===== src/rtl/imem_loader_pkg.sv =====
// Shared types and constants for the boot-time instruction memory loader.
package imem_loader_pkg;

    localparam int BYTE_W = 8;

    typedef enum logic [1:0] {
        IDLE  = 2'd0,
        LOAD  = 2'd1,
        WRITE = 2'd2,
        DONE  = 2'd3
    } ldr_state_t;

endpackage


===== src/rtl/imem_loader_word_assembler.sv =====
// Packs an incoming little-endian byte stream into one DATA_WIDTH word.
// full flags the push that completes the word.
module word_assembler
    import imem_loader_pkg::*;
#(
    parameter int DATA_WIDTH = 32
) (
    input  logic                  clk,
    input  logic                  reset,
    input  logic                  clear,
    input  logic                  push,
    input  logic [BYTE_W-1:0]     byte_in,
    output logic [DATA_WIDTH-1:0] word,
    output logic                  full
);

    localparam int BYTES = DATA_WIDTH / BYTE_W;
    localparam int CNT_W = (BYTES > 1) ? $clog2(BYTES) : 1;

    logic [CNT_W-1:0]              byte_cnt;
    logic [BYTES-1:0][BYTE_W-1:0]  lanes;

    assign full = push && (byte_cnt == CNT_W'(BYTES - 1));
    assign word = lanes;

    always_ff @(posedge clk or posedge reset) begin
        if (reset) begin
            byte_cnt <= '0;
            lanes    <= '0;
        end else if (clear) begin
            byte_cnt <= '0;
            lanes    <= '0;
        end else if (push) begin
            lanes[byte_cnt] <= byte_in;
            byte_cnt        <= byte_cnt + 1'b1;
        end
    end

endmodule


===== src/rtl/imem_loader.sv =====
// Boot loader in front of the instruction memory: writes a byte stream as words
// from address 0, then hands the memory address port to the core PC.
module imem_loader
    import imem_loader_pkg::*;
#(
    parameter int DATA_WIDTH = 32,
    parameter int ADDR_WIDTH = 8,
    parameter int DEPTH      = 256
) (
    input  logic                  clk,
    input  logic                  reset,
    input  logic                  start,
    input  logic [ADDR_WIDTH:0]   len_in,
    input  logic                  byte_valid,
    input  logic [BYTE_W-1:0]     byte_in,
    output logic                  byte_ready,
    input  logic [ADDR_WIDTH-1:0] pc_addr,
    output logic [ADDR_WIDTH-1:0] imem_addr,
    output logic [DATA_WIDTH-1:0] imem_wdata,
    output logic                  imem_we,
    output logic                  busy,
    output logic                  core_run
);

    localparam int              LEN_W   = ADDR_WIDTH + 1;
    localparam logic [LEN_W-1:0] DEPTH_L = LEN_W'(DEPTH);

    ldr_state_t            state, state_nxt;
    logic [ADDR_WIDTH-1:0] word_ptr;
    logic [LEN_W-1:0]      len, len_clamped;
    logic                  start_ok, last_word, push, clear, word_full;
    logic [DATA_WIDTH-1:0] word;

    assign start_ok    = start && ((state == IDLE) || (state == DONE));
    assign len_clamped = (len_in > DEPTH_L) ? DEPTH_L : len_in;
    // Compare in LEN_W bits so a full-depth load ends at DEPTH-1 without wrapping.
    assign last_word   = ({1'b0, word_ptr} + LEN_W'(1)) == len;

    assign byte_ready = (state == LOAD);
    assign busy       = (state == LOAD) || (state == WRITE);
    assign core_run   = (state == DONE);
    assign push       = byte_valid && byte_ready;
    assign clear      = start_ok || (state == WRITE);

    word_assembler #(.DATA_WIDTH(DATA_WIDTH)) u_asm (
        .clk     (clk),
        .reset   (reset),
        .clear   (clear),
        .push    (push),
        .byte_in (byte_in),
        .word    (word),
        .full    (word_full)
    );

    always_ff @(posedge clk or posedge reset) begin
        if (reset) state <= IDLE;
        else       state <= state_nxt;
    end

    always_ff @(posedge clk or posedge reset) begin
        if (reset) begin
            word_ptr <= '0;
            len      <= '0;
        end else if (start_ok) begin
            word_ptr <= '0;
            len      <= len_clamped;
        end else if ((state == WRITE) && !last_word) begin
            word_ptr <= word_ptr + 1'b1;
        end
    end

    always_comb begin
        state_nxt  = state;
        imem_we    = 1'b0;
        imem_wdata = '0;
        imem_addr  = word_ptr;
        case (state)
            IDLE: begin
                imem_addr = '0;
                if (start_ok) state_nxt = (len_clamped == '0) ? DONE : LOAD;
            end
            LOAD: begin
                if (word_full) state_nxt = WRITE;
            end
            WRITE: begin
                imem_we    = 1'b1;
                imem_wdata = word;
                state_nxt  = last_word ? DONE : LOAD;
            end
            DONE: begin
                imem_addr = pc_addr;
                if (start_ok) state_nxt = (len_clamped == '0) ? DONE : LOAD;
            end
            default: state_nxt = IDLE;
        endcase
    end

endmodule


===== config.mk =====
export PLATFORM = sky130hd
export DESIGN_NAME = imem_loader
export DESIGN_NICKNAME = d
export VERILOG_FILES = /design/src/rtl/imem_loader_pkg.sv /design/src/rtl/imem_loader_word_assembler.sv /design/src/rtl/imem_loader.sv
export SDC_FILE = /design/constraint.sdc
export NUM_CORES = 1
export LEC_CHECK = 0
export BUFFER_PORTS_ARGS = -buffer_cell sky130_fd_sc_hd__buf_2
export CAP_MARGIN = 40
export CELL_PAD_IN_SITES_DETAIL_PLACEMENT = 0
export CELL_PAD_IN_SITES_GLOBAL_PLACEMENT = 1
export CORE_MARGIN = 1.5
export CORE_UTILIZATION = 40
export DETAILED_ROUTE_END_ITERATION = 12
export PLACE_DENSITY_LB_ADDON = 0.1
export SYNTH_ARGS = -nofsm -noshare
export SYNTH_HDL_FRONTEND = slang
export SYNTH_SLANG_ARGS = --single-unit

===== constraint.sdc =====
create_clock -name clk -period 3 [get_ports clk]
set_clock_uncertainty 0.15 [all_clocks]
set_input_delay 0.6 -clock clk [delete_from_list [all_inputs] [get_ports clk]]
set_output_delay 0.6 -clock clk [all_outputs]
set_load 0.02 [all_outputs]

==> reports/results.txt, run 1 <==
synth warn - 0
die area - 0.00800 sq mm
dpl cells - 485
Ant. Diodes - 0
final hold violations - 0
Synth Net Count - 367
share of flip-flops with an asynchronous set or reset - 1.00
Max Cap Viol - 0
GR Layer Usage met1 - 0.258
share of post-route cells with drive strength above 1 - 0.236
htree depth - 2
GP Congestion - 0.873
Die Width - 89.4 um
Initial DRC Count - 125
Area Growth Syn to Fin - 18.1%
FMAX - 371 MHz
RSZ-0062 raised after global routing - false
CTS max path bufs - 2
Yosys top cell area share - 0.444
# setup viols final - 0
Post-DRT Antenna Nets - 0
Worst R2R Path Depth - 7
Final #Nets - 430
root buffer cell - clkbuf_8
clock power share - 0.178
worst reg2reg endpoint - word_ptr[6]
Num CTS Buffers - 5
fillers - 736
sequential area share after synthesis - 0.444
Internal - 0.00149 W
busiest grt layer - met2
total gr overflow - 0
Synth Area per Inst - 9.06 sq um
GRT Overall Usage - 0.179
NetSw - 0.00100 W
ys flop type - dfrtp_1
area leader, netlist - dfrtp_1
crit path launch - word_ptr[1]
outcome - completed
post-DR wirelength/cell - 14.0 um
Critical Setup Path Class - flip-flop to flip-flop
Final Instance Area - 0.00353 sq mm
First-pass DRT Iterations - 4
Arr. time, crit path - 2.78 ns
Rows - 31
crit path capture type - flip-flop
CP startpoint kind - flip-flop
CP max FO - 12
first-pass GRT wire length - 11.0 mm
relative slew slack - 0.610
P_leak - 1.93 nW
Worst Path Required - 3.09 ns
Vias/cell - 5.08
worst IR drop on VDD - 0.237 mV
CTS tree - built
Clock transition at path regs - 0.10 ns
Netlist Area Pre-Place - 0.00299 sq mm
grt met3 use - 0.0305
vias in the first global route - 2237
sequential power share - 0.418
post-CTS sizing - 0
Post-CTS Hold Fix Bufs - 0
minimum clock period - 2.70 ns
Slew @ Worst Pin - 0.583 ns
Seq cells post-synth - 53
P per Cell Area - 707 mW/mm^2
switching share of total power - 0.401
M2 GR Usage - 0.278
# clock sinks - 53
Initial Util - 0.412
Die Y - 89.4 um
core area - 0.00725 sq mm
routed via count - 2506
Setup crit end - word_ptr[6]
port bufs - 72
Tcrit/Tclk final - 0.898
r2r setup slk - 0.30 ns
most frequent cells after synthesis - dfrtp_1, nand2_1, and2_1
Distinct cells, synth - 42
Critical R2R Launch - word_ptr[1]
Finished Layout Cells - 493
ranking of synthesized cells by area - dfrtp_1, mux2i_1, and2_1
Mapped Cells - 330
Hold Crit Class - input pin to asynchronous set/reset pin
Post-DP Area - 0.00343 sq mm
Setup Fix Bufs, Post-CTS - 0
initial antenna violation count - 0
Routed WL - 6.89 mm
most common cell in the netlist - dfrtp_1
largest net degree at the start of global routing - 35
drc violations - 0
fin. max-slew vios - 0
Clock Latency Late Sink - 0.31 ns
dpl hpwl - 5.06 mm
IO Pins - 73
Gate power share - 0.404
number of enable flip-flop cells after synthesis - 0
setup TNS - 0 ns
==> worst min path at each step <==
stage / endpoint / depth (start not counted)
finish: u_asm.word[14] / 2
global route: u_asm.word[14] / 2
CTS: u_asm.word[14] / 2
detailed placement: len[3] / 2
global placement: len[0] / 2
floorplan: len[5] / 2
==> worst max-delay path, cell delays in order, from the launching register on <==
cell	delay (ns)
dfrtp_1	0.51
ha_1	0.43
a21oi_1	0.07
o311ai_0	0.29
o31ai_1	0.15
o221a_2	0.40
or4_1	0.48
a21oi_1	0.15
==> final cells by class <==
cell class / instances / area, sq um / area share
Multi-Input combinational cell: 246 / 1530 / 0.434
Clock buffer: 6 / 82.6 / 0.0234
Inverter: 10 / 37.5 / 0.0106
Sequential cell: 53 / 1330 / 0.376
Tap cell: 99 / 124 / 0.0351
Timing Repair Buffer: 77 / 410 / 0.116
Clock inverter: 2 / 17.5 / 0.00496
==> registers in the layout, summed over array words and instances, names as in the netlist <==
register / cells
u_asm.byte_cnt: 2
u_asm.word: 32
state: 2
len: 9
word_ptr: 8
==> power groups by stage <==
stage,Clock [W],Combinational [W],Sequential [W]
floorplan,0,0.000789,0.00102
global placement,0,0.00101,0.00105
detailed placement,0,0.00102,0.00106
CTS,0.000455,0.00103,0.00105
global route,0.000482,0.00113,0.00108
finish,0.000444,0.00101,0.00104
==> placed cells by master, fill, tap and decap left out, drive strengths merged, types with 5 or more instances in the layout <==
cell     n
dfrtp   53
nand3   14
o31ai    5
ha       8
nand2   46
nand3b  10
o21ai    9
buf     77
nor2    33
and2    34
or4      5
xnor2    6
clkbuf   6
inv     10
mux2i   25
a21oi   20
a22o     5
==> layer usage <==
layer  vias to the layer above  share of wire  routed length [um]
met2                        59           0.44                3030
met3                         8          0.050                 344
met4                         0          0.013                  90
met5                         -              0                   0
met1                      1188           0.50                3430
li1                       1251              -                   -
==> through the flow <==
stage                     hold WS, ns  utilization  total power [W]  worst slack, ns
final                           0.163        0.487          0.00250            0.305
after global routing            0.205        0.487          0.00269            0.113
after CTS                       0.179        0.487          0.00253            0.326
after detailed placement        0.327        0.473          0.00208            0.355
after global placement          0.323        0.473          0.00206            0.384
after floorplan                 0.298            -          0.00181            0.632
==> cells by family (layout without fill, tap and decap cells) <==
logic type | Yosys count | count (layout) | synth area share
xor gates and xnor gates | 9 | 9 | 0.0264
AOI/OAI and AO/OA | 50 | 50 | 0.111
and+or+nand+nor | 154 | 154 | 0.258
adders and majority gates | 8 | 8 | 0.0335
muxes | 25 | 25 | 0.0837
buffers and inverters | 31 | 95 | 0.0439
DFF | 53 | 53 | 0.444
No activity file was read; power rests on OpenSTA's default activity.
==> run 2: changes to the inputs <==
--- a/config.mk
+++ b/config.mk
@@ -10,7 +10,7 @@
 export CELL_PAD_IN_SITES_DETAIL_PLACEMENT = 0
 export CELL_PAD_IN_SITES_GLOBAL_PLACEMENT = 1
 export CORE_MARGIN = 1.5
-export CORE_UTILIZATION = 40
+export CORE_UTILIZATION = 36
 export DETAILED_ROUTE_END_ITERATION = 12
 export PLACE_DENSITY_LB_ADDON = 0.1
 export SYNTH_ARGS = -nofsm -noshare
==> reports/results.txt, run 2 (same netlist as run 1, synthesis figures left out) <==
IO Pins - 73 (unchanged)
Hold Crit Class - input pin to asynchronous set/reset pin
routed via count - 2482 (-0.96%)
leading cell type in the layout, fill and taps excluded - buf_2
Clock transition at path regs - 0.10 ns (about the same)
total gr overflow - 0 (unchanged)
max FFs per register - 32 (unchanged)
Worst Path Required - 2.25 ns (-0.84 ns)
P_leak - 1.91 nW (-1.2%)
worst IR drop on VDD - 0.304 mV (+28%)
Die Y - 94.1 um (+5.2%)
Setup Fix Bufs, Post-CTS - 0 (unchanged)
Arr. time, crit path - 1.95 ns (-0.83 ns)
Initial DRC Count - 81 (-35%)
initial antenna violation count - 0 (unchanged)
die area - 0.00886 sq mm (+11%)
dpl cells - 490 (+1.0%)
Setup crit end - imem_addr[7]
GP Congestion - 0.874 (+0.11%)
Num CTS Buffers - 5 (unchanged)
FMAX - 370 MHz (-0.27%)
Die Width - 94.1 um (+5.2%)
Critical R2R Launch - word_ptr[0]
Slew @ Worst Pin - 0.619 ns (+0.0363 ns)
post-CTS sizing - 0 (unchanged)
share of post-route cells with drive strength above 1 - 0.235 (-0.00135)
First-pass DRT Iterations - 4 (unchanged)
Clock Latency Late Sink - 0.31 ns (about the same)
GRT Overall Usage - 0.185 (+0.00564)
post-DR wirelength/cell - 14.9 um (+6.9%)
Rows - 33 (+6.5%)
drc violations - 0 (unchanged)
minimum clock period - 2.70 ns (+0.00737 ns)
crit path capture type - output port
final core utilization - 0.432 (-0.0542)
core area - 0.00813 sq mm (+12%)
RSZ-0062 raised after global routing - false
Critical Setup Path Class - flip-flop to output port
setup TNS - 0 ns (unchanged)
# setup viols final - 0 (unchanged)
CTS max path bufs - 2 (unchanged)
worst reg2reg endpoint - word_ptr[6]
Vias/cell - 4.99 (-1.8%)
fin. max-slew vios - 0 (unchanged)
largest net degree at the start of global routing - 35 (unchanged)
Area Growth Syn to Fin - 17.7%
final hold violations - 0 (unchanged)
dpl hpwl - 5.43 mm (+7.4%)
outcome - completed
r2r setup slk - 0.36 ns (+0.06 ns)
port bufs - 72 (unchanged)
first-pass GRT wire length - 12.6 mm (+15%)
Max Cap Viol - 0 (unchanged)
Initial Util - 0.367 (-0.0446)
Tcrit/Tclk final - 0.901 (+0.00246)
Final #Nets - 429 (-0.23%)
Worst R2R Path Depth - 7 (unchanged)
root buffer cell - clkbuf_8
P per Cell Area - 700 mW/mm^2 (-1.1%)
Post-CTS Hold Fix Bufs - 0 (unchanged)
htree depth - 2 (unchanged)
post-route setup slack - 0.297 ns (-0.00737 ns)
CP max FO - 8 (-4)
CTS tree - built
crit path launch - state[0]
Post-DRT Antenna Nets - 0 (unchanged)
Routed WL - 7.43 mm (+7.8%)
commonest non-fill, non-tap cells in the layout - buf_2, dfrtp_1, nand2_1
# clock sinks - 53 (unchanged)
relative slew slack - 0.587 (-0.0231)
Ant. Diodes - 0 (unchanged)
pre-CTS setup slack - 0.333 ns (-0.0222 ns)
vias in the first global route - 2487 (+11%)
Finished Layout Cells - 497 (+0.81%)
CP startpoint kind - flip-flop
run 2: changes by cell type in the layout (fill, tap and decap cells not counted):
cell	previous run	this run
clkbuf_8	6	5
inv_6	1	0
buf_4	4	3
ha_2	0	1
clkinvlp_4	0	1
ha_1	8	7
run 2: area by class of cell:
type	instances	area, sq um
sequential	53	1330
tap	105	131
fill	858	4620
multi-input combinational	246	1530
timing repair buffer	76	403
clock inverter	2	16.3
clock buffer	5	68.8
inverter	10	37.5
run 2: report_power, final:
part | total, W | switching (W) | internal [W]
registers | 0.00106 | 0.000145 | 0.000918
clock network | 0.000403 | 0.000242 | 0.000162
logic | 0.000994 | 0.000614 | 0.000380
run 2: metal layers:
layer  up-vias  share of wire  wire (um)  track usage
met3         5          0.042        311       0.0356
met2        52           0.49       3610        0.304
li1       1239              -          -            -
met1      1186           0.46       3430        0.244
met5         -              0          0            0
met4         0          0.010         76       0.0609
run 2: worst min path at each step:
stage	endpoint	slack, ns
after floorplan	len[5]	0.30
after global placement	len[6]	0.33
after detailed placement	len[6]	0.33
after CTS	state[0]	0.13
after global routing	u_asm.word[28]	0.15
final	u_asm.word[28]	0.13
run 2: critical path, stage by stage, from the launching register on:
cell      delay (ns)
dfrtp_1         0.40
inv_1           0.06
ha_1            0.42
clkinv_1        0.30
a22o_1          0.31
buf_2           0.15
run 2: metrics by stage:
| stage | hold WS (ns) | power (W) | cell area, sq um |
|---|---|---|---|
| 2_1_floorplan | 0.298 | 0.00181 | 2990 |
| 3_3_place_gp | 0.331 | 0.00208 | 3430 |
| 3_5_place_dp | 0.331 | 0.00209 | 3430 |
| 4_1_cts | 0.129 | 0.00251 | 3510 |
| 5_1_grt | 0.149 | 0.00270 | 3520 |
| 6_report | 0.129 | 0.00246 | 3520 |
==> run 3: changes to the inputs <==
--- a/config.mk
+++ b/config.mk
@@ -9,7 +9,6 @@
 export CAP_MARGIN = 40
 export CELL_PAD_IN_SITES_DETAIL_PLACEMENT = 0
 export CELL_PAD_IN_SITES_GLOBAL_PLACEMENT = 1
-export CORE_MARGIN = 1.5
 export CORE_UTILIZATION = 36
 export DETAILED_ROUTE_END_ITERATION = 12
 export PLACE_DENSITY_LB_ADDON = 0.1
==> constraint.sdc (replaced) <==
create_clock -name clk -period 3 [get_ports clk]
set_clock_uncertainty 0.15 [all_clocks]
set_input_delay 0.15 -clock clk [delete_from_list [all_inputs] [get_ports clk]]
set_output_delay 0.15 -clock clk [all_outputs]
set_load 0.02 [all_outputs]
==> reports/results.txt, run 3 (same netlist as run 1, synthesis figures left out) <==
outcome - completed
htree depth - 2 (unchanged)
total gr overflow - 0 (unchanged)
max FFs per register - 32 (unchanged)
largest net degree at the start of global routing - 41 (+17%)
relative slew slack - 0.594 (+0.00633)
port bufs - 72 (unchanged)
leading cell type in the layout, fill and taps excluded - buf_2
share of post-route cells with drive strength above 1 - 0.223 (-0.0114)
Clock transition at path regs - 0.10 ns (about the same)
fillers - 787 (-8.3%)
Max Cap Viol - 0 (unchanged)
First-pass DRT Iterations - 4 (unchanged)
HP Start - start
root buffer cell - clkbuf_8
Critical R2R Launch - word_ptr[0]
post-DR wirelength/cell - 14.6 um (-2.2%)
FMAX - 366 MHz (-1.1%)
Worst Path Required - 3.09 ns (+0.84 ns)
Slew @ Worst Pin - 0.608 ns (-0.0112 ns)
RSZ-0062 raised after global routing - false
Routed WL - 7.51 mm (+1.2%)
GP Congestion - 0.826 (-5.4%)
Hold Crit Class - input pin to flip-flop
core area - 0.00789 sq mm (-3.0%)
sequential power share - 0.421 (-0.011)
# clock sinks - 53 (unchanged)
crit path launch - word_ptr[0]
P per Cell Area - 678 mW/mm^2 (-3.1%)
commonest non-fill, non-tap cells in the layout - buf_2, dfrtp_1, nand2_1
minimum clock period - 2.73 ns (+0.0295 ns)
Vias/cell - 4.97 (-0.50%)
CP startpoint kind - flip-flop
drc violations - 0 (unchanged)
fin. max-slew vios - 0 (unchanged)
clock power share - 0.177 (+0.013)
first-pass GRT wire length - 12.2 mm (-3.0%)
Critical Setup Path Class - flip-flop to flip-flop
Num CTS Buffers - 5 (unchanged)
initial antenna violation count - 0 (unchanged)
final hold violations - 0 (unchanged)
dpl hpwl - 5.23 mm (-3.7%)
Post-DRT Antenna Nets - 0 (unchanged)
Area Growth Syn to Fin - 23.9%
vias in the first global route - 2416 (-2.9%)
Initial DRC Count - 126 (+56%)
Clock Latency Late Sink - 0.32 ns (about the same)
Internal - 0.00150 W (+2.8%)
crit path capture type - flip-flop
CP max FO - 12 (+4)
CTS tree - built
die area - 0.00867 sq mm (-2.1%)
setup TNS - 0 ns (unchanged)
# setup viols final - 0 (unchanged)
IO Pins - 73 (unchanged)
Arr. time, crit path - 2.82 ns (+0.87 ns)
post-route setup slack - 0.268 ns (-0.0295 ns)
Die Width - 93.1 um (-1.1%)
Final #Nets - 448 (+4.4%)
switching share of total power - 0.402 (-0.00450)
GRT Overall Usage - 0.183 (-0.00204)
routed via count - 2554 (+2.9%)
pre-CTS setup slack - 0.309 ns (-0.0235 ns)
Gate power share - 0.402 (-0.002)
CTS max path bufs - 2 (unchanged)
Die Y - 93.1 um (-1.1%)
Rows - 32 (-3.0%)
NetSw - 0.00101 W (+0.89%)
worst IR drop on VDD - 0.245 mV (-19%)
Setup Fix Bufs, Post-CTS - 0 (unchanged)
P_leak - 2.00 nW (+4.8%)
Initial Util - 0.379 (+0.0115)
Tcrit/Tclk final - 0.911 (+0.00984)
Ant. Diodes - 0 (unchanged)
run 3: what timing repair did:
action,4_1_cts,5_1_grt
gates resized for setup,0,0
hold buffers,19,0
endpoints found under the hold margin,48,0
run 3: worst max-delay path: stages, from the launching register on:
cell      delay (ns)
dfrtp_1         0.53
ha_1            0.43
a21oi_1         0.07
o311ai_0        0.29
o31ai_1         0.15
o221a_2         0.40
or4_1           0.48
a21oi_1         0.15
run 3: final cells by class:
cell class	count	area (sq um)	share of cell area
Tap cell	102	128	0.0345
Multi-Input combinational cell	246	1530	0.414
Clock buffer	6	82.6	0.0223
Clock inverter	2	17.5	0.00473
Inverter	10	37.5	0.0101
Sequential cell	53	1330	0.358
Timing Repair Buffer	95	581	0.157
run 3: routing by layer:
layer	global-route usage	share of wire
met3	0.0268	0.053
met4	0.0462	0.0099
met5	0	0
met2	0.262	0.41
met1	0.285	0.52
run 3: path summary, 6_finish.rpt:
check                                 end  slack (ns)  cells after the start
hold reg to reg                    len[0]        0.35                      2
setup reg to reg              word_ptr[6]        0.27                      7
max in group asynchronous  u_asm.word[29]        1.74                      4
setup / recovery              word_ptr[6]        0.27                      7
min in group asynchronous   u_asm.word[9]        0.15                      3
hold / removal                   state[0]        0.04                      3
run 3: stage by stage:
step	std cells	cell area, sq um	utilization	hold slack [ns]	power [W]
2_1_floorplan	330	2990	-	0.105	0.00181
3_3_place_gp	487	3410	0.433	-0.0350	0.00206
5_1_grt	514	3700	0.470	0.0913	0.00273
6_report	514	3700	0.470	0.0356	0.00251
3_5_place_dp	487	3410	0.433	-0.0380	0.00208
4_1_cts	514	3700	0.470	0.0213	0.00255
run 3: power groups by stage:
stage | combinational [W] | sequential [W] | clock [W]
after floorplan | 0.000789 | 0.00102 | 0
after global placement | 0.000995 | 0.00107 | 0
after detailed placement | 0.00101 | 0.00107 | 0
after CTS | 0.00103 | 0.00106 | 0.000464
after global routing | 0.00116 | 0.00109 | 0.000480
final | 0.00101 | 0.00106 | 0.000444
